<file path="src/rtl/sumnb_acc.sv">
// rtl/sumnb_acc.sv - registered add/subtract/accumulate unit with optional saturation
//
// Purpose:
//   Single-cycle-latency arithmetic unit. Each request accepted on a rising
//   clock edge produces a registered result one edge later. The unit supports
//   add-with-carry, subtract, accumulate and accumulator clear. It can either
//   wrap or saturate on signed overflow.
//
// Parameters:
//   WIDTH      operand/result/accumulator width (2..32)
//   SAT        0 = wrap-around results, 1 = saturate on signed overflow
//
// Ports:
//   clk        clock, rising edge
//   rst        asynchronous active-high reset
//   In_valid   request strobe, one operation per cycle, never backpressured
//   Mode       00 A+B+Cin | 01 A-B | 10 Acc+A+Cin | 11 clear accumulator
//   A, B, Cin  operands (B ignored in modes 10/11, Cin ignored in 01/11)
//   Sum        registered result
//   Cout       registered carry out of bit WIDTH-1 (01: 1 = no borrow)
//   Ovf        registered signed overflow of the raw add
//   Ovf_sticky OR of Ovf since reset or last clear
//   Out_valid  one-cycle pulse per accepted request
//   Op_count   accepted request count, wraps 255 -> 0
module sumnb_acc #(
  parameter int WIDTH = 4,
  parameter bit SAT   = 1'b0
) (
  input  logic             clk,
  input  logic             rst,
  input  logic             In_valid,
  input  logic [1:0]       Mode,
  input  logic [WIDTH-1:0] A,
  input  logic [WIDTH-1:0] B,
  input  logic             Cin,
  output logic [WIDTH-1:0] Sum,
  output logic             Cout,
  output logic             Ovf,
  output logic             Ovf_sticky,
  output logic             Out_valid,
  output logic [7:0]       Op_count
);

  typedef enum logic [1:0] {
    MODE_ADD = 2'b00,
    MODE_SUB = 2'b01,
    MODE_ACC = 2'b10,
    MODE_CLR = 2'b11
  } mode_e;

  localparam logic [WIDTH-1:0] SAT_MAX = {1'b0, {(WIDTH-1){1'b1}}};
  localparam logic [WIDTH-1:0] SAT_MIN = {1'b1, {(WIDTH-1){1'b0}}};

  // Architectural state
  logic [WIDTH-1:0] sum_q, sum_d;
  logic [WIDTH-1:0] acc_q, acc_d;
  logic             cout_q, cout_d;
  logic             ovf_q, ovf_d;
  logic             sticky_q, sticky_d;
  logic             valid_q, valid_d;
  logic [7:0]       cnt_q, cnt_d;

  // Datapath intermediates
  mode_e            mode_w;
  logic [WIDTH-1:0] opa_w;
  logic [WIDTH-1:0] opb_w;
  logic             cin_w;
  logic [WIDTH:0]   raw_w;
  logic             ovf_w;
  logic [WIDTH-1:0] res_w;

  assign mode_w = mode_e'(Mode);

  // Operand selection. Subtraction reuses the adder as A + ~B + 1, so the
  // overflow test below naturally compares A against the inverted B.
  always_comb begin
    opa_w = A;
    opb_w = B;
    cin_w = Cin;
    case (mode_w)
      MODE_ADD: begin
        opa_w = A;
        opb_w = B;
        cin_w = Cin;
      end
      MODE_SUB: begin
        opa_w = A;
        opb_w = ~B;
        cin_w = 1'b1;
      end
      MODE_ACC: begin
        opa_w = acc_q;
        opb_w = A;
        cin_w = Cin;
      end
      MODE_CLR: begin
        opa_w = '0;
        opb_w = '0;
        cin_w = 1'b0;
      end
      default: begin
        opa_w = A;
        opb_w = B;
        cin_w = Cin;
      end
    endcase
  end

  // One extra bit of adder width captures the unsigned carry out.
  always_comb begin
    raw_w = {1'b0, opa_w} + {1'b0, opb_w} + {{WIDTH{1'b0}}, cin_w};
  end

  // Signed overflow: both operands share a sign, result sign differs.
  // The carry-in cannot change this rule because a carry can only push the
  // sign bit when the operand signs already agree.
  always_comb begin
    ovf_w = (opa_w[WIDTH-1] == opb_w[WIDTH-1]) &&
            (raw_w[WIDTH-1] != opa_w[WIDTH-1]);
  end

  // Saturation direction follows the operand sign: two positives overflowing
  // clamp high, two negatives clamp low. Cout/Ovf still describe the raw add.
  always_comb begin
    res_w = raw_w[WIDTH-1:0];
    if (SAT && ovf_w) begin
      res_w = opa_w[WIDTH-1] ? SAT_MIN : SAT_MAX;
    end
  end

  // Next-state logic. Idle cycles hold results and drop Out_valid.
  always_comb begin
    sum_d    = sum_q;
    acc_d    = acc_q;
    cout_d   = cout_q;
    ovf_d    = ovf_q;
    sticky_d = sticky_q;
    valid_d  = 1'b0;
    cnt_d    = cnt_q;
    if (In_valid) begin
      valid_d = 1'b1;
      cnt_d   = cnt_q + 8'd1;
      if (mode_w == MODE_CLR) begin
        sum_d    = '0;
        acc_d    = '0;
        cout_d   = 1'b0;
        ovf_d    = 1'b0;
        sticky_d = 1'b0;
      end else begin
        sum_d    = res_w;
        cout_d   = raw_w[WIDTH];
        ovf_d    = ovf_w;
        sticky_d = sticky_q | ovf_w;
        if (mode_w == MODE_ACC) begin
          acc_d = res_w;
        end
      end
    end
  end

  always_ff @(posedge clk or posedge rst) begin
    if (rst) begin
      sum_q    <= '0;
      acc_q    <= '0;
      cout_q   <= 1'b0;
      ovf_q    <= 1'b0;
      sticky_q <= 1'b0;
      valid_q  <= 1'b0;
      cnt_q    <= 8'd0;
    end else begin
      sum_q    <= sum_d;
      acc_q    <= acc_d;
      cout_q   <= cout_d;
      ovf_q    <= ovf_d;
      sticky_q <= sticky_d;
      valid_q  <= valid_d;
      cnt_q    <= cnt_d;
    end
  end

  assign Sum        = sum_q;
  assign Cout       = cout_q;
  assign Ovf        = ovf_q;
  assign Ovf_sticky = sticky_q;
  assign Out_valid  = valid_q;
  assign Op_count   = cnt_q;

endmodule
</file>
<file path="config.mk">
export PLATFORM = sky130hd
export DESIGN_NAME = sumnb_acc
export DESIGN_NICKNAME = d
export VERILOG_FILES = /design/src/rtl/sumnb_acc.sv
export SDC_FILE = /design/constraint.sdc
export NUM_CORES = 1
export LEC_CHECK = 0
export CAP_MARGIN = 0
export CORE_ASPECT_RATIO = 0.75
export CORE_MARGIN = 2
export CORE_UTILIZATION = 25
export DETAILED_ROUTE_END_ITERATION = 10
export GPL_TIMING_DRIVEN = 0
export PLACE_DENSITY_LB_ADDON = 0.05
export REMOVE_ABC_BUFFERS = 1
export SLEW_MARGIN = 20
export SYNTH_ARGS = -nofsm -noshare
export SYNTH_HDL_FRONTEND = slang
export SYNTH_SLANG_ARGS = --single-unit
</file>
<file path="constraint.sdc">
create_clock -name clk -period 1.6 [get_ports clk]
set_input_delay 0.32 -clock clk [delete_from_list [all_inputs] [get_ports clk]]
set_output_delay 0.32 -clock clk [all_outputs]
set_load 0.02 [all_outputs]
</file>
==> impl_results.md, run 1 <==
* Pre-CTS setup slack at -1.486 ns
* Rows at 20
* Setup slack after layout at -0.1083 ns
* Root Driver: clkbuf_8
* Vias in the first global route at 869
* DPL Wire Length at 1.793 mm
* DRT iter0 DRCs at 26
* Die area at 4941 um^2
* GRT Util Overall at 11.57%
* Max-cap violations at 0
* First-pass DRT Iterations at 4
* Violated checks: negative setup slack
* Hold_buf cts at 0
* Unrepaired setup endpoints after global routing: yes
* Synth area leaders: dfrtp_1 46%, xnor2_1 5.6%, ha_1 4.6%
* Startpoint Class: register
* Worst Hold Depth at 2
* WL/cell at 13.05 um
* Core Area at 4129 um^2
* Non-filler cells in the finished layout at 204
* Synth Instances at 108
* Tmin final at 1.708 ns
* Dominant synthesized flop cell: dfrtp_1
* Chip Width at 80.50 um
* RD Place Congestion at 0.7612
* First-pass GRT wire length at 4.319 mm
* Max_slew headroom at 49.58%
* Most common cell in the netlist: dfrtp_1
* Ys async rst share at 100.0%
* CTS tree: yes
* Vias per std cell at 4.539
* Clock sink total at 20
* Synth cell count leaders: 20 x dfrtp_1, 12 x nand2_1, 11 x inv_1
* Worst Tran Pin Value at 0.7554 ns
* Post-synth top area cell: dfrtp_1
* Crit. End Element: register
* Static Leak at 0.8154 nW
* Synthesized flop and latch total at 20
* Ant diodes at 0
* Dpl cells at 188
* Avg Synthesized Cell Area at 10.16 um^2
* Clk buf depth at 2
* Sequential area share after synthesis at 45.61%
* Area Growth Syn to Fin at 55.42%
* Number of flops mapped to enable cells by yosys at 0
* Worst VDD drop at 0.0006445 V
* Crit path max fanout at 2
* Worst skew pair latency at 0.26 ns
* Vias at 926
* Arrival time worst endpoint at 1.83 ns
* Fraction of layout cells with a size suffix above 1 at 29.53%
* Netlist cell types at 29
* Yosys warnings at 0
* Cell Pwr Density at 1167 nW/um^2
* Die height at 61.38 um
* Final Util at 41.30%
* Fin nets at 170
* FF-to-FF path depth at 7
* Yosys top cell area share at 45.61%
* Post-route ant nets at 0
* Worst Clk Skew at 0.003284 ns
* CP Data Required Time at 1.72 ns
* Port buffer count at 29
* Setup violations, final at 7
* Fin. max-slew vios at 0
* Starting Density at 26.58%
* Status: finished with violations
* CTS Buf Count at 3
* IO Pins at 30
* Largest net degree at the start of global routing at 21
* H-tree depth at 1
* DRC at 0
* Final hold slack at 0.2724 ns
* Worst hold path type: in2reg
* FMAX at 0.5854 GHz
* Clock-pin slew on the worst setup and hold paths at 0.07 ns
* GR Overflow Total at 0
* CP Class: reg2reg
* Final hold vios at 0
* Mapped cell area at 1097 um^2
* Initial antenna violation count at 0
* Period utilisation layout at 106.8%
* Final wirelength at 2.662 mm
sequential cells by signal, indices dropped and copies added (netlist names):
register	flops
Op_count	8
Sum	4
acc_q	4
Cout	1
Out_valid	1
Ovf	1
Ovf_sticky	1
through the flow:
stage | setup TNS (ns) | total power, W | cell area, um^2
2_1_floorplan | -1.377 | 0.001215 | 1075
3_3_place_gp | -15.68 | 0.001588 | 1434
3_5_place_dp | -15.80 | 0.001597 | 1434
4_1_cts | -0.5749 | 0.001987 | 1593
5_1_grt | -1.210 | 0.002147 | 1705
6_report | -0.4033 | 0.001990 | 1705
final timing paths:
kind                                         start                 endpoint  slack, ns
min in group asynchronous                      rst       Sum[2]$_DFFE_PP0P_       0.50
max in group asynchronous                      rst  Op_count[4]$_DFFE_PP0P_       0.63
setup / recovery              acc_q[0]$_DFFE_PP0P_         Cout$_DFFE_PP0P_      -0.11
hold reg to reg            Op_count[7]$_DFFE_PP0P_  Op_count[7]$_DFFE_PP0P_       0.48
setup reg to reg              acc_q[0]$_DFFE_PP0P_         Cout$_DFFE_PP0P_      -0.11
hold / removal                             Mode[0]     acc_q[2]$_DFFE_PP0P_       0.27
report_power, final:
group          internal (W)  switching, W
logic              0.000402      0.000412
clock network      0.000219      0.000166
registers          0.000649      0.000142
timing repair:
action | in CTS | in global routing
pin swaps | 17 | 6
buffers inserted | 5 | 6
setup endpoints to repair | 19 | 12
gates resized for setup | 57 | 9
gates cloned | 0 | 1
cell type report:
class / instances / area [um^2]
clock buffer: 4 / 55.05
fill: 445 / 2424
inverter: 11 / 41.29
multi-input combinational: 73 / 635.6
sequential: 20 / 500.5
tap: 55 / 68.82
timing repair buffer: 41 / 404.1
critical path, cell delays in order (launching register included):
cell and delay [ns]:
dfrtp_1 0.41, a21oi_4 0.14, fa_2 0.24, inv_2 0.04, fa_2 0.35, a21o_1 0.18
a21oi_2 0.13, o22ai_1 0.08
cell families (layout without fill, tap and decap cells):
kind of cell             count (synthesis)  in the layout  synth area share, %
AND/OR/NAND/NOR                         28             28                12.66
adder cells (fa/ha/maj)                  6              6                8.210
AO/OA/AOI/OAI                           23             23                14.02
multiplexers                             6              6                5.701
buffers and inverters                   15             56                5.815
flip-flops                              20             20                45.61
XOR/XNOR                                10             10                7.982
layout by cell type, fill, tap and decap left out, types with 2 or more instances in the layout:
cell type         n
nand3_1           4
nand2_1          11
buf_2             2
o22ai_2           2
buf_12            2
o22ai_1           5
clkbuf_8          4
nor2_1            2
xnor2_1           6
buf_4            10
dfrtp_1          20
dlygate4sd2_1    12
nand4_1           2
inv_1            10
ha_4              2
ha_1              2
nand2_2           2
a21oi_2           2
mux2i_1           3
o31ai_1           3
mux2_2            2
clkdlybuf4s50_1  10
xor2_1            3
o21ai_1           3
dlymetal6s2s_1    3
fa_2              2
routing by layer:
metal | track usage, % | part of all wire (%) | up-vias
li1 | - | - | 452
met1 | 17.26 | 54 | 455
met2 | 16.67 | 42 | 14
met3 | 3.079 | 3.7 | 5
met4 | 2.906 | 0.75 | 0
met5 | 0 | 0 | -
Power figures use the tool's default switching activity.
==> run 2, diff against run 1 <==
--- a/config.mk
+++ b/config.mk
@@ -10,8 +10,8 @@
 export CORE_MARGIN = 2
 export CORE_UTILIZATION = 25
 export DETAILED_ROUTE_END_ITERATION = 10
-export GPL_TIMING_DRIVEN = 0
 export PLACE_DENSITY_LB_ADDON = 0.05
+export RECOVER_POWER = 50
 export REMOVE_ABC_BUFFERS = 1
 export SLEW_MARGIN = 20
 export SYNTH_ARGS = -nofsm -noshare
==> constraint.sdc (replaced) <==
create_clock -name clk -period 1.7 [get_ports clk]
set_input_delay 0.34 -clock clk [delete_from_list [all_inputs] [get_ports clk]]
set_output_delay 0.34 -clock clk [all_outputs]
set_load 0.02 [all_outputs]
==> run 2 against run 1 <==
Against the previous run: non-clock buffer count increased by 4; register-to-register slack improved by 0.13 ns; highest routed layer unchanged; setup slack gained 0.091 ns; power fell by 5.6%; clock power decreased by 21%; wire length is 2.1% higher; the run still ends with negative setup slack left; worst hold slack improved by 0.13 ns; critical path depth grew 1.
==> impl_results.md, run 2 (synthesis results as in run 1) <==
* GR Overflow Total at 0 (unchanged)
* Period utilisation layout at 101.0%
* Ant diodes at 0 (unchanged)
* Die area at 4941 um^2 (unchanged)
* IO Pins at 30 (unchanged)
* RD Place Congestion at 0.7402 (-2.8%)
* Setup slack after layout at -0.01753 ns (+0.09073 ns)
* Chip Width at 80.50 um (unchanged)
* Largest stage delay on the critical path at 0.44 ns (+0.03 ns)
* CTS tree: yes
* Worst Hold Depth at 3 (+1)
* Worst Clk Skew at 0.002342 ns (-0.0009425 ns)
* Most frequent cells in the layout: 20 x dfrtp_1, 16 x clkdlybuf4s50_1, 14 x buf_4
* Fin nets at 174 (+2.4%)
* Placed standard-cell area at 1531 um^2 (+6.8%)
* Worst skew pair latency at 0.25 ns (about the same)
* Tmin final at 1.718 ns
* FF-to-FF path depth at 7 (unchanged)
* Starting Density at 26.58% (unchanged)
* Vias per std cell at 4.469 (-1.6%)
* Crit path max fanout at 5 (+3)
* Crit-path cells: buf_6 -> buf_6 -> o22a_1 -> fa_2 -> inv_2 -> fa_2 -> nand2_1 -> o21ai_1
* Status: finished with violations
* Fraction of layout cells with a size suffix above 1 at 32.89% (+3.4 points)
* Initial antenna violation count at 0 (unchanged)
* Critical R2R Launch: acc_q[0]$_DFFE_PP0P_
* Root Driver: clkbuf_8
* Clock sink total at 20 (unchanged)
* CP max stage cell: fa_2
* Post-route ant nets at 0 (unchanged)
* Unrepaired setup endpoints after global routing: yes
* Arrival time worst endpoint at 1.85 ns (+0.02 ns)
* Reg2Reg Setup Slack at 0.02 ns (+0.13 ns)
* Max reg flops at 8 (unchanged)
* Worst hold path type: in2reg
* Hold_buf cts at 0 (unchanged)
* Final hold vios at 0 (unchanged)
* GRT Util Overall at 12.44% (+0.87 points)
* Violated checks: negative setup slack
* Critical path origin: Mode[0]
* R2R Path End: Cout$_DFFE_PP0P_
* Vias at 925 (-0.11%)
* CTS Buf Count at 3 (unchanged)
* CP Data Required Time at 1.84 ns (+0.12 ns)
* H-tree depth at 1 (unchanged)
* Worst Tran Pin Value at 0.5024 ns (-0.2530 ns)
* DRT iter0 DRCs at 44 (+69%)
* Setup violations, final at 2 (-5)
* DRC at 0 (unchanged)
* Clock-pin slew on the worst setup and hold paths at 0.07 ns (about the same)
* First-pass DRT Iterations at 4 (unchanged)
* Cell Pwr Density at 1104 nW/um^2 (-5.4%)
* Design area at 1702 um^2 (-0.22%)
* Clk buf depth at 2 (unchanged)
* Port buffer count at 29 (unchanged)
* Crit. End Element: register
* WL/cell at 13.13 um (+0.62%)
* WP buf/inv at 3 (+2)
* Vias in the first global route at 958 (+10%)
* Min-delay src: Mode[0]
* Area Growth Syn to Fin at 55.07%
* Fin. max-slew vios at 0 (unchanged)
* Fill count at 419 (-5.8%)
* Core Area at 4129 um^2 (unchanged)
* First-pass GRT wire length at 4.636 mm (+7.3%)
* Most common cell after layout, fill and taps aside: dfrtp_1
* FMAX at 0.5822 GHz
* Startpoint Class: primary input
* Largest net degree at the start of global routing at 21 (unchanged)
* Rows at 20 (unchanged)
* CP Class: in2reg
* Max_slew headroom at 66.50% (+17 points)
* Static Leak at 0.7929 nW (-2.8%)
* Pre-CTS setup slack at -0.9181 ns (+0.5677 ns)
* Max-cap violations at 0 (unchanged)
* Worst Hold Path EP: acc_q[0]$_DFFE_PP0P_
* DPL Wire Length at 2.011 mm (+12%)
* Final wirelength at 2.718 mm (+2.1%)
* Worst VDD drop at 0.0005490 V (-15%)
* Total power at 0.001879 W (-5.6%)
* Die height at 61.38 um (unchanged)
* Critical path's top delay family: adder cells
-- run 2: metal layers --
metal / routed length (um) / part of all wire (%) / up-vias / global-route usage [%]
met5: 0 / 0 / - / 0
met4: 40 / 1.5 / 0 / 2.663
met3: 131 / 4.8 / 6 / 3.666
li1: - / - / 461 / -
met2: 1121 / 41 / 19 / 18.10
met1: 1425 / 52 / 439 / 18.39
-- run 2: stage by stage --
stage               std cells  hold WS (ns)  util [%]  TNS (ns)
CTS                       207        0.4027     40.55  -0.05639
finish                    207        0.4073     41.21  -0.03313
floorplan                 104        0.3038         -   -0.6369
global placement          201        0.4617     37.09    -7.856
detailed placement        201        0.4647     37.09    -8.636
global route              207        0.4052     41.21   -0.4301
-- run 2: report_power, final --
part           leakage (nW)  internal (W)  switching (W)  total [W]
logic                 0.518      0.000435       0.000398   0.000833
registers             0.254      0.000611       0.000132   0.000743
clock network        0.0216      0.000157       0.000145   0.000303
total                 0.793       0.00120       0.000676    0.00188
-- run 2: repair_timing --
action / 4_1_cts / 5_1_grt
setup buffers: 3 / 0
hold endpoints to repair: 0 / 0
pin swaps: 18 / 7
endpoints found under the setup margin: 11 / 9
resized for setup: 48 / 7
-- run 2: worst min-delay path, delay by kind of cell --
family	cells	cell delay, ns
compound gates	1	0.07
buf+inv	2	0.21
-- run 2: worst max path at each step --
stage                           endpoint  slack [ns]  depth (start not counted)
floorplan             Sum[1]$_DFFE_PP0P_       -0.16                          7
global placement      Sum[2]$_DFFE_PP0P_       -0.81                          8
detailed placement      Cout$_DFFE_PP0P_       -0.92                          9
CTS                 acc_q[2]$_DFFE_PP0P_       -0.02                          6
global route            Cout$_DFFE_PP0P_       -0.08                          7
finish              acc_q[1]$_DFFE_PP0P_       -0.02                          8
-- run 2: layout make-up --
| cell class | instances | area, um^2 | area share [%] |
|---|---|---|---|
| clock buffers | 3 | 41.29 | 2.426 |
| inverters | 11 | 41.29 | 2.426 |
| multi-input cells | 73 | 643.1 | 37.79 |
| flip-flops and latches | 20 | 500.5 | 29.41 |
| well taps | 55 | 68.82 | 4.044 |
| repair buffers | 45 | 406.6 | 23.90 |
==> run 3, diff against run 2 <==
--- a/config.mk
+++ b/config.mk
@@ -13,6 +13,7 @@
 export PLACE_DENSITY_LB_ADDON = 0.05
 export RECOVER_POWER = 50
 export REMOVE_ABC_BUFFERS = 1
+export SKIP_LAST_GASP = 1
 export SLEW_MARGIN = 20
 export SYNTH_ARGS = -nofsm -noshare
 export SYNTH_HDL_FRONTEND = slang
==> constraint.sdc (replaced) <==
create_clock -name clk -period 1.7 [get_ports clk]
set_input_delay 0.17 -clock clk [delete_from_list [all_inputs] [get_ports clk]]
set_output_delay 0.17 -clock clk [all_outputs]
set_load 0.02 [all_outputs]
==> run 3 against run 2 <==
Against the previous run: the run still ends with negative setup slack left; sequential share of layout area up 1.0 points; design area down 3.3%; non-clock buffer count down 3; fmax up 0.89%; wire length up 0.74%; die area unchanged; power down 0.76%; critical endpoint is now acc_q[2]$_DFFE_PP0P_; largest cell class unchanged.
==> impl_results.md, run 3 (synthesis results as in run 1) <==
* Clock sink total at 20 (unchanged)
* Max_slew headroom at 29.89% (-37 points)
* Fraction of layout cells with a size suffix above 1 at 26.17% (-6.7 points)
* Crit path max fanout at 2 (-3)
* Crit. End Element: register
* Internal power at 0.001196 W (-0.61%)
* First-pass GRT wire length at 4.602 mm (-0.73%)
* Design area at 1645 um^2 (-3.3%)
* Area Growth Syn to Fin at 49.94%
* GR Overflow Total at 0 (unchanged)
* Worst Tran Pin Value at 1.052 ns (+0.5492 ns)
* Vias at 917 (-0.86%)
* Critical path's top delay family: adder cells
* Status: finished with violations
* Unrepaired setup endpoints after global routing: yes
* Worst Hold Path EP: acc_q[2]$_DFFE_PP0P_
* Final wirelength at 2.738 mm (+0.74%)
* Max-cap violations at 0 (unchanged)
* Startpoint Class: register
* Post-route ant nets at 0 (unchanged)
* Worst Hold Depth at 3 (unchanged)
* Rows at 20 (unchanged)
* Largest stage delay on the critical path at 0.40 ns (-0.04 ns)
* DRT iter0 DRCs at 22 (-50%)
* Crit-path cells: a21oi_2 -> fa_2 -> inv_2 -> fa_2 -> xnor2_2 -> o31ai_1
* DPL Wire Length at 2.127 mm (+5.8%)
* FMAX at 0.5874 GHz (+0.89%)
* CP max stage cell: dfrtp_1
* Die area at 4941 um^2 (unchanged)
* Clk buf depth at 2 (unchanged)
* Setup slack after layout at -0.002347 ns (+0.01519 ns)
* Port buffer count at 29 (unchanged)
* Reg2Reg Setup Slack at -0.002 ns (-0.02 ns)
* Root Driver: clkbuf_8
* Fin nets at 171 (-1.7%)
* Min-delay src: Mode[0]
* Worst VDD drop at 0.0006940 V (+26%)
* Arrival time worst endpoint at 1.86 ns (about the same)
* Largest net degree at the start of global routing at 21 (unchanged)
* FF-to-FF path depth at 6 (-1)
* WL/cell at 13.42 um (+2.2%)
* Cell Pwr Density at 1133 nW/um^2 (+2.6%)
* Static Leak at 0.7405 nW (-6.6%)
* Period utilisation layout at 100.1% (-0.89 points)
* RD Place Congestion at 0.7390 (-0.16%)
* Sw Ratio at 35.86% (-0.099 points)
* Final hold slack at 0.3412 ns (-0.06608 ns)
* Final hold vios at 0 (unchanged)
* Setup violations, final at 1 (-1)
* Clock-pin slew on the worst setup and hold paths at 0.07 ns (about the same)
* First-pass DRT Iterations at 4 (unchanged)
* Initial antenna violation count at 0 (unchanged)
* CP Class: reg2reg
* Most common cell after layout, fill and taps aside: clkdlybuf4s50_1
* Worst hold path type: in2reg
* Starting Density at 26.58% (unchanged)
* Chip Width at 80.50 um (unchanged)
* Total power at 0.001864 W (-0.76%)
* H-tree depth at 1 (unchanged)
* Fin. max-slew vios at 0 (unchanged)
* Power share of the clock group at 15.8% (-0.3 points)
* Ant diodes at 0 (unchanged)
* Sw power at 0.0006686 W (-1.0%)
* Placed standard-cell area at 1531 um^2 (unchanged)
* Comb pwr share at 44.0% (-0.3 points)
* CP Data Required Time at 1.86 ns (+0.02 ns)
* Vias per std cell at 4.495 (+0.59%)
* R2R Path End: acc_q[2]$_DFFE_PP0P_
* Vias in the first global route at 924 (-3.5%)
* Critical R2R Launch: acc_q[0]$_DFFE_PP0P_
* Violated checks: negative setup slack
* CTS Buf Count at 3 (unchanged)
* CTS tree: yes
* Sequential power share at 40.2% (+0.7 points)
* IO Pins at 30 (unchanged)
* Tmin final at 1.702 ns (-0.01519 ns)
* Top cell by count, worst path: fa_2
* GRT Util Overall at 12.41% (-0.024 points)
* DRC at 0 (unchanged)
* Worst skew pair latency at 0.25 ns (about the same)
* Worst Clk Skew at 0.001728 ns (-0.0006141 ns)
* Pre-CTS setup slack at -0.7008 ns (+0.2173 ns)
* Core Area at 4129 um^2 (unchanged)
* WP buf/inv at 1 (-2)
* Most frequent cells in the layout: 22 x clkdlybuf4s50_1, 20 x dfrtp_1, 11 x buf_4
* Die height at 61.38 um (unchanged)
* Max reg flops at 8 (unchanged)
[run 3: cell types whose count changed in the layout (fill, tap and decap cells not counted), moves of 2 or more]
cell,change
clkbuf_1,+2
buf_4,-3
buf_6,-2
dlygate4sd2_1,-3
clkdlybuf4s50_1,+6
[run 3: timing repair]
action | in CTS | in global routing
pin swaps | 7 | 10
buffers inserted | 0 | 0
endpoints found under the setup margin | 11 | 8
hold endpoints to repair | 0 | 0
hold buffers | 0 | 0
resized for setup | 26 | 7
[run 3: worst min-delay path, delay by kind of cell]
kind	cells	cell delay [ns]
AO/OA/AOI/OAI	1	0.06
buffers and inverters	2	0.32
[run 3: stage by stage]
stage                     setup TNS (ns)  instances  util (%)
after floorplan                        0        104         -
after global routing             -0.2600        204     39.85
after global placement            -6.023        201     37.09
final                          -0.002347        204     39.85
after CTS                       -0.02120        204     39.52
after detailed placement          -6.445        201     37.09
[run 3: power by group through the flow]
stage,Clock (W),Combinational (W),Sequential [W]
5_1_grt,0.000335,0.000896,0.000769
3_5_place_dp,0,0.000780,0.000760
2_1_floorplan,0,0.000268,0.000875
4_1_cts,0.000309,0.000818,0.000753
6_report,0.000295,0.000820,0.000750
3_3_place_gp,0,0.000775,0.000751
[run 3: cell type report]
class / count / area [um^2]
tap: 55 / 68.82
sequential: 20 / 500.5
timing repair buffer: 42 / 370.4
multi-input combinational: 73 / 623.1
inverter: 11 / 41.29
fill: 438 / 2484
clock buffer: 3 / 41.29
[run 3: how the worst max path moves through the flow]
stage,startpoint,end,slack (ns),depth (start not counted)
final,acc_q[0]$_DFFE_PP0P_,acc_q[2]$_DFFE_PP0P_,-0.002,6
after global routing,acc_q[0]$_DFFE_PP0P_,Cout$_DFFE_PP0P_,-0.11,7
after CTS,acc_q[0]$_DFFE_PP0P_,Cout$_DFFE_PP0P_,-0.02,7
after detailed placement,Mode[1],Sum[2]$_DFFE_PP0P_,-0.70,8
after global placement,Mode[1],Cout$_DFFE_PP0P_,-0.64,9
after floorplan,Mode[1],Sum[1]$_DFFE_PP0P_,0.005,7
[run 3: per-layer routing]
layer	track usage (%)	up-vias	routed length [um]
li1	-	453	-
met5	0	-	0
met2	18.10	23	1211
met1	18.74	439	1374
met3	3.666	2	140
met4	1.453	0	11
==> variant 1 (flow settings as in run 3) <==
The parameter `WIDTH` goes from 4 to 3.
--- a/src/rtl/sumnb_acc.sv
+++ b/src/rtl/sumnb_acc.sv
@@ -23,7 +23,7 @@
 //   Out_valid  one-cycle pulse per accepted request
 //   Op_count   accepted request count, wraps 255 -> 0
 module sumnb_acc #(
-  parameter int WIDTH = 4,
+  parameter int WIDTH = 3,
   parameter bit SAT   = 1'b0
 ) (
   input  logic             clk,
Ports: changed (resized A, B and Sum); port bits go from 30 to 27. The function was not compared with the original's and may differ.
==> variant 1 against run 3 <==
The flow still finishes with violations (setup timing); first-iteration DRC count grew 32%; final cell count is 8.3% lower; synthesized cell count shrank 13%; sequential share of layout area shrank 0.32 points; final area shrank 9.0%; routed wire length is 15% lower; power shrank 4.6%; area after synthesis fell by 11%; clock skew down 0.00064 ns; sequential cell count decreased by 2; clock power up 17%; setup slack worse by 0.25 ns; highest routed layer unchanged.
==> variant 1: results (changes against run 3) <==
- The detailed placement HPWL is 1.66 mm (was 2.13 mm).
- The buffer cell driving the clock tree root is sky130_fd_sc_hd__clkbuf_8 (unchanged).
- The number of standard cells after synthesis is 94 (was 108).
- The worst-case setup margin in the final layout was -0.248 ns (was -0.00235 ns).
- The setup clock skew after layout was 0.00109 ns (was 0.00173 ns).
- The number of search-and-repair iterations in the first detailed-routing pass is 2 (was 4).
- The sequential area share after synthesis is 46.2% (was 45.6%).
- The wire length of the first global-routing pass is 3.81 mm (was 4.60 mm).
- Commonest cells in the netlist: 18 x sky130_fd_sc_hd__dfrtp_1, 9 x sky130_fd_sc_hd__nand2_1, 8 x sky130_fd_sc_hd__inv_1 (was 20 x sky130_fd_sc_hd__dfrtp_1, 12 x sky130_fd_sc_hd__nand2_1, 11 x sky130_fd_sc_hd__inv_1).
- The final count of negative-setup-slack endpoints is 6 (was 1).
- The reg-to-reg setup timing slack was -0.23 ns (was -0.002 ns).
- The slew of the pin with the lowest slew margin is 0.969 ns (was 1.05 ns).
- The endpoint of the worst-slack reg-to-reg timing path is Ovf (was acc_q[2]).
- The capturing element type of the critical path is a flop (unchanged).
- The number of nets at the end of the flow is 153 (was 171).
- The fill cell instance count of the final layout is 383 (was 438).
- Outcome: finished with violations (unchanged).
- Most area-consuming cells after synthesis: sky130_fd_sc_hd__dfrtp_1 46%, sky130_fd_sc_hd__fa_1 4.1%, sky130_fd_sc_hd__ha_1 3.8%, sky130_fd_sc_hd__xnor2_1 3.6%, sky130_fd_sc_hd__xor2_1 3.6% (was sky130_fd_sc_hd__dfrtp_1 46%, sky130_fd_sc_hd__xnor2_1 5.6%, sky130_fd_sc_hd__ha_1 4.6%, sky130_fd_sc_hd__nand2_1 4.1%, sky130_fd_sc_hd__o22ai_1 4.0%).
- The total instance count after detailed placement is 181 (was 201).
- The maximum vdd ir drop is 0.000729 V (was 0.000694 V).
- The routed wire length per instance is 12.5 um (was 13.4 um).
- The worst-path maximum fanout is 2 (unchanged).
- The path depth of the worst reg2reg path is 6 (unchanged).
- The flip-flop count of the largest register after layout is 8 (unchanged).
- The placer's final routability congestion estimate is 0.735 (was 0.739).
- Violated checks: setup timing (unchanged).
- The violation count after the first detailed-route iteration is 29 (was 22).
- The classification of the worst-slack hold path is input pin to flop (unchanged).
- The final wirelength is 2.34 mm (was 2.74 mm).
- The ratio of cells with drive above 1 in the final layout came to 25.2% (was 26.2%).
- The cell leakage power was 0.000675 uW (was 0.000740 uW).
- The startpoint of the worst setup timing path is Cin (was acc_q[0]).
- The number of global-route vias before repair came to 812 (was 924).
- The number of unique standard cell types used by synthesis is 33 (was 29).
- The total global-route track usage is 11.0% (was 12.4%).
- The internal power summed over all cells is 1160 uW (was 1200 uW).
- The layout overhead on the synthesized area is 53.3% (was 49.9%).
- The largest net degree at the start of global routing is 19 (was 21).
- The arrival time of the worst setup path is 2.14 ns (was 1.86 ns).
- The total vias in the final route is 803 (was 917).
- The total number of yosys warnings was 0 (unchanged).
- The count of input and output buffers came to 26 (was 29).
==> variant 1: power groups by stage <==
stage / Sequential, uW / Clock (uW) / Combinational, uW
floorplan: 795 / 0 / 239
global placement: 677 / 0 / 712
detailed placement: 681 / 0 / 711
CTS: 674 / 367 / 720
global route: 693 / 388 / 820
finish: 671 / 345 / 763
==> variant 1: worst min-delay path by stage <==
stage,from,to,slack [ns],cells past startpoint
CTS,rst,Out_valid,0.24,3
floorplan,rst,Cout,0.11,1
global route,Mode[0],acc_q[2],0.35,3
detailed placement,Op_count[7],Op_count[7],0.47,1
global placement,Op_count[7],Op_count[7],0.46,1
finish,Mode[0],acc_q[2],0.34,3
==> variant 1: critical path, cell delays in order <==
cell and delay (ns):
sky130_fd_sc_hd__clkdlybuf4s50_1 0.45, sky130_fd_sc_hd__a21boi_0 0.12, sky130_fd_sc_hd__fa_2 0.37, sky130_fd_sc_hd__fa_2 0.35
sky130_fd_sc_hd__or3_4 0.38, sky130_fd_sc_hd__a21oi_4 0.13, sky130_fd_sc_hd__a31o_1 0.15
==> variant 1: routing by layer <==
metal	GRT usage [%]	up-vias	share of wire (%)
met4	3.12	0	0.34
li1	-	403	-
met2	17.1	15	46
met3	4.36	2	4.7
met5	0	-	0
met1	14.5	383	49
==> variant 1: area by class of cell <==
cell class                      count  area share (%)
Clock buffer                        4            3.68
Inverter                            8            2.01
Multi-Input combinational cell     63            35.5
Sequential cell                    18            30.1
Tap cell                           52            4.35
Timing Repair Buffer               42            24.3
==> variant 1: logic make-up (layout without fill, tap and decap cells) <==
kind of cell,count (synthesis),in the layout,share of synthesized area (%)
muxes,6,6,6.54
xor gates and xnor gates,8,8,7.18
adders and majority gates,5,5,7.95
and+or+nand+nor,24,24,12.4
DFF,18,18,46.2
buffers and inverters,13,54,6.02
AOI/OAI and AO/OA,20,20,13.7
==> variant 1: through the flow <==
step,worst slack [ns],area (um2),power [uW],TNS (ns)
after floorplan,-0.494,947,1030,-1.62
after global placement,-1.11,1380,1390,-6.88
after detailed placement,-1.14,1380,1390,-7.10
after CTS,-0.240,1440,1760,-0.739
after global routing,-0.305,1500,1900,-1.29
final,-0.248,1500,1780,-0.877
==> variant 1: what timing repair did <==
item / CTS / global route
setup buffers: 0 / 2
gates resized for setup: 14 / 9
gates cloned: 0 / 0
pin swaps: 6 / 1
endpoints found under the setup margin: 9 / 6
==> variant 2 (settings of run 3) <==
Made on the original files. Put one more register stage on the output `Ovf_sticky`, with the module's reset. The value now appears one clock later. The other outputs are not delayed to match.
--- a/src/rtl/sumnb_acc.sv
+++ b/src/rtl/sumnb_acc.sv
@@ -181,7 +181,13 @@
   assign Sum        = sum_q;
   assign Cout       = cout_q;
   assign Ovf        = ovf_q;
-  assign Ovf_sticky = sticky_q;
+  always_ff @(posedge clk or posedge rst) begin
+    if (rst) begin
+      Ovf_sticky <= '0;
+    end else begin
+      Ovf_sticky <= sticky_q;
+    end
+  end
   assign Out_valid  = valid_q;
   assign Op_count   = cnt_q;
 
Behaviour: not the same (Yosys sat finds a counterexample within 4 cycles, from zero or initial values and one cycle with rst high).
==> variant 2 against run 3 <==
The flow still finishes with violations (setup timing); global-route usage decreased by 0.60 points; non-clock buffer count unchanged; via count decreased by 6.1%; area after synthesis increased by 1.9%; die area increased by 1.8%; setup slack got worse by 0.049 ns; core utilization decreased by 2.6 points; sequential cell count increased by 1; critical path depth increased by 1; hold slack improved by 0.014 ns; routed wire length decreased by 5.4%; power increased by 3.1%; final area decreased by 0.68%.
==> variant 2: results (changes against run 3) <==
- The number of unique standard cell types used by synthesis is 27 (was 29).
- The setup clock skew after layout was 0.00257 ns (was 0.00173 ns).
- The number of global-route vias before repair is 898 (was 924).
- The ratio of cells with drive above 1 in the final layout is 23.8% (was 26.2%).
- The classification of the worst-slack hold path is input pin to flop (unchanged).
- The clock insertion delay at the later pin of the skew report is 0.25 ns (about the same).
- The cell leakage power is 0.000717 uW (was 0.000740 uW).
- In this design, the stage delay of the slowest critical-path cell is ~0.41 ns.
- The largest net degree at the start of global routing came to 22 (was 21).
- The sequential area share after synthesis is 47.0% (was 45.6%).
- The arrival time of the worst setup path came to 1.88 ns (was 1.86 ns).
- The internal power summed over all cells is 1240 uW (was 1200 uW).
- The diode insertion count for antenna repair came to 0 (unchanged).
- The share of async-settable or async-resettable flops after synthesis came to 100% (unchanged).
- The area of placed instances was 0.00154 mm2 (was 0.00153 mm2).
- The placer's final routability congestion estimate is 0.709 (was 0.739).
- The final count of negative-setup-slack endpoints is 2 (was 1).
- Outcome: finished with violations (unchanged).
- The path depth of the worst reg2reg path is 7 (was 6).
- The total number of yosys warnings is 0 (unchanged).
- The routed wire length per instance is 12.7 um (was 13.4 um).
- The worst-case setup margin in the final layout came to -0.0516 ns (was -0.00235 ns).
- The wire length of the first global-routing pass came to 4.42 mm (was 4.60 mm).
- The setup TNS came to -0.0848 ns (was -0.00235 ns).
- The total global-route track usage is 11.8% (was 12.4%).
- The violation count after the first detailed-route iteration is 14 (was 22).
- The maximum vdd ir drop is 0.000670 V (was 0.000694 V).
- Violated checks: setup timing (unchanged).
- The average cell area after synthesis is 10.6 um2 (was 10.2 um2).
- The largest buffer count on any clock path came to 2 (unchanged).
- The fill cell instance count of the final layout is 446 (was 438).
- The number of nets at the end of the flow is 168 (was 171).
- Commonest cells in the netlist: 21 x sky130_fd_sc_hd__dfrtp_1, 14 x sky130_fd_sc_hd__nand2_1, 9 x sky130_fd_sc_hd__xnor2_1 (was 20 x sky130_fd_sc_hd__dfrtp_1, 12 x sky130_fd_sc_hd__nand2_1, 11 x sky130_fd_sc_hd__inv_1).
- The detailed placement HPWL came to 1.99 mm (was 2.13 mm).
- The number of search-and-repair iterations in the first detailed-routing pass is 2 (was 4).
- The gate family responsible for the most delay along the worst path is adder cells (unchanged).
- Most area-consuming cells after synthesis: sky130_fd_sc_hd__dfrtp_1 47%, sky130_fd_sc_hd__xnor2_1 7.0%, sky130_fd_sc_hd__nand2_1 4.7%, sky130_fd_sc_hd__ha_1 4.5%, sky130_fd_sc_hd__xor2_1 3.9% (was sky130_fd_sc_hd__dfrtp_1 46%, sky130_fd_sc_hd__xnor2_1 5.6%, sky130_fd_sc_hd__ha_1 4.6%, sky130_fd_sc_hd__nand2_1 4.1%, sky130_fd_sc_hd__o22ai_1 4.0%).
- The post-detailed-route via-to-cell ratio was 4.22 (was 4.50).
- The worst max-slew margin expressed relative to the limit came to 24.4% (was 29.9%).
- The endpoint of the worst-slack reg-to-reg timing path is Cout (was acc_q[2]).
variant 2: changes by cell type after synthesis, sizes merged, moves of 2 or more:
cell / change
inv: -3
xnor2: +2
o22ai: -3
mux2i: -3
a22oi: +2
xor2: +2
o21ai: +2
a22o: +3
variant 2: timing repair:
| action | CTS | global route |
|---|---|---|
| gates resized for setup | 20 | 5 |
| hold endpoints to repair | 0 | 0 |
| pin swaps | 11 | 7 |
| cloned | 0 | 0 |
| endpoints found under the setup margin | 10 | 9 |
variant 2: worst min path at each step:
| stage | from | to | slack, ns |
|---|---|---|---|
| floorplan | rst | Cout | 0.15 |
| global placement | sticky_q | Ovf_sticky | 0.37 |
| detailed placement | sticky_q | Ovf_sticky | 0.36 |
| CTS | rst | Op_count[2] | 0.26 |
| global route | Mode[0] | acc_q[0] | 0.38 |
| finish | Mode[0] | acc_q[0] | 0.36 |
variant 2: per-stage QoR:
stage               power (uW)  worst slack [ns]  hold WS, ns  utilization, %
floorplan                 1190            0.0278        0.147               -
global placement          1580            -0.620        0.369            35.1
detailed placement        1590            -0.645        0.361            35.1
CTS                       1950           -0.0599        0.260            37.3
global route              2070            -0.125        0.377            37.2
finish                    1920           -0.0516        0.356            37.2
variant 2: final cells by class:
type                       count  share of cell area, %
sequential                    21                   32.2
tap                           57                   4.36
timing repair buffer          42                   22.7
inverter                       8                   1.84
multi-input combinational     72                   36.1
clock buffer                   4                   2.76
variant 2: worst min-delay path: stages:
cell	delay (ns)
sky130_fd_sc_hd__buf_2	0.18
sky130_fd_sc_hd__buf_4	0.15
sky130_fd_sc_hd__o31ai_1	0.07
variant 2: cell families after synthesis:
logic type | synth area share, %
compound gates | 13.4
simple gates | 11.7
xor+xnor | 11.0
flops | 47.0
mux | 2.91
buf+inv | 5.93
fa+ha+maj | 8.05
variant 2: power by group through the flow:
stage          Combinational (uW)  Clock (uW)  Sequential (uW)
4_1_cts                       829         335              790
3_3_place_gp                  787           0              795
2_1_floorplan                 276           0              916
3_5_place_dp                  793           0              797
6_report                      818         316              788
5_1_grt                       896         358              813
variant 2: routing by layer:
layer	track usage (%)	part of all wire [%]	routed length, um
met5	0	0	0
met4	2.66	0.42	11
met3	3.61	2.8	72
met2	18.7	43	1100
met1	16.1	54	1400
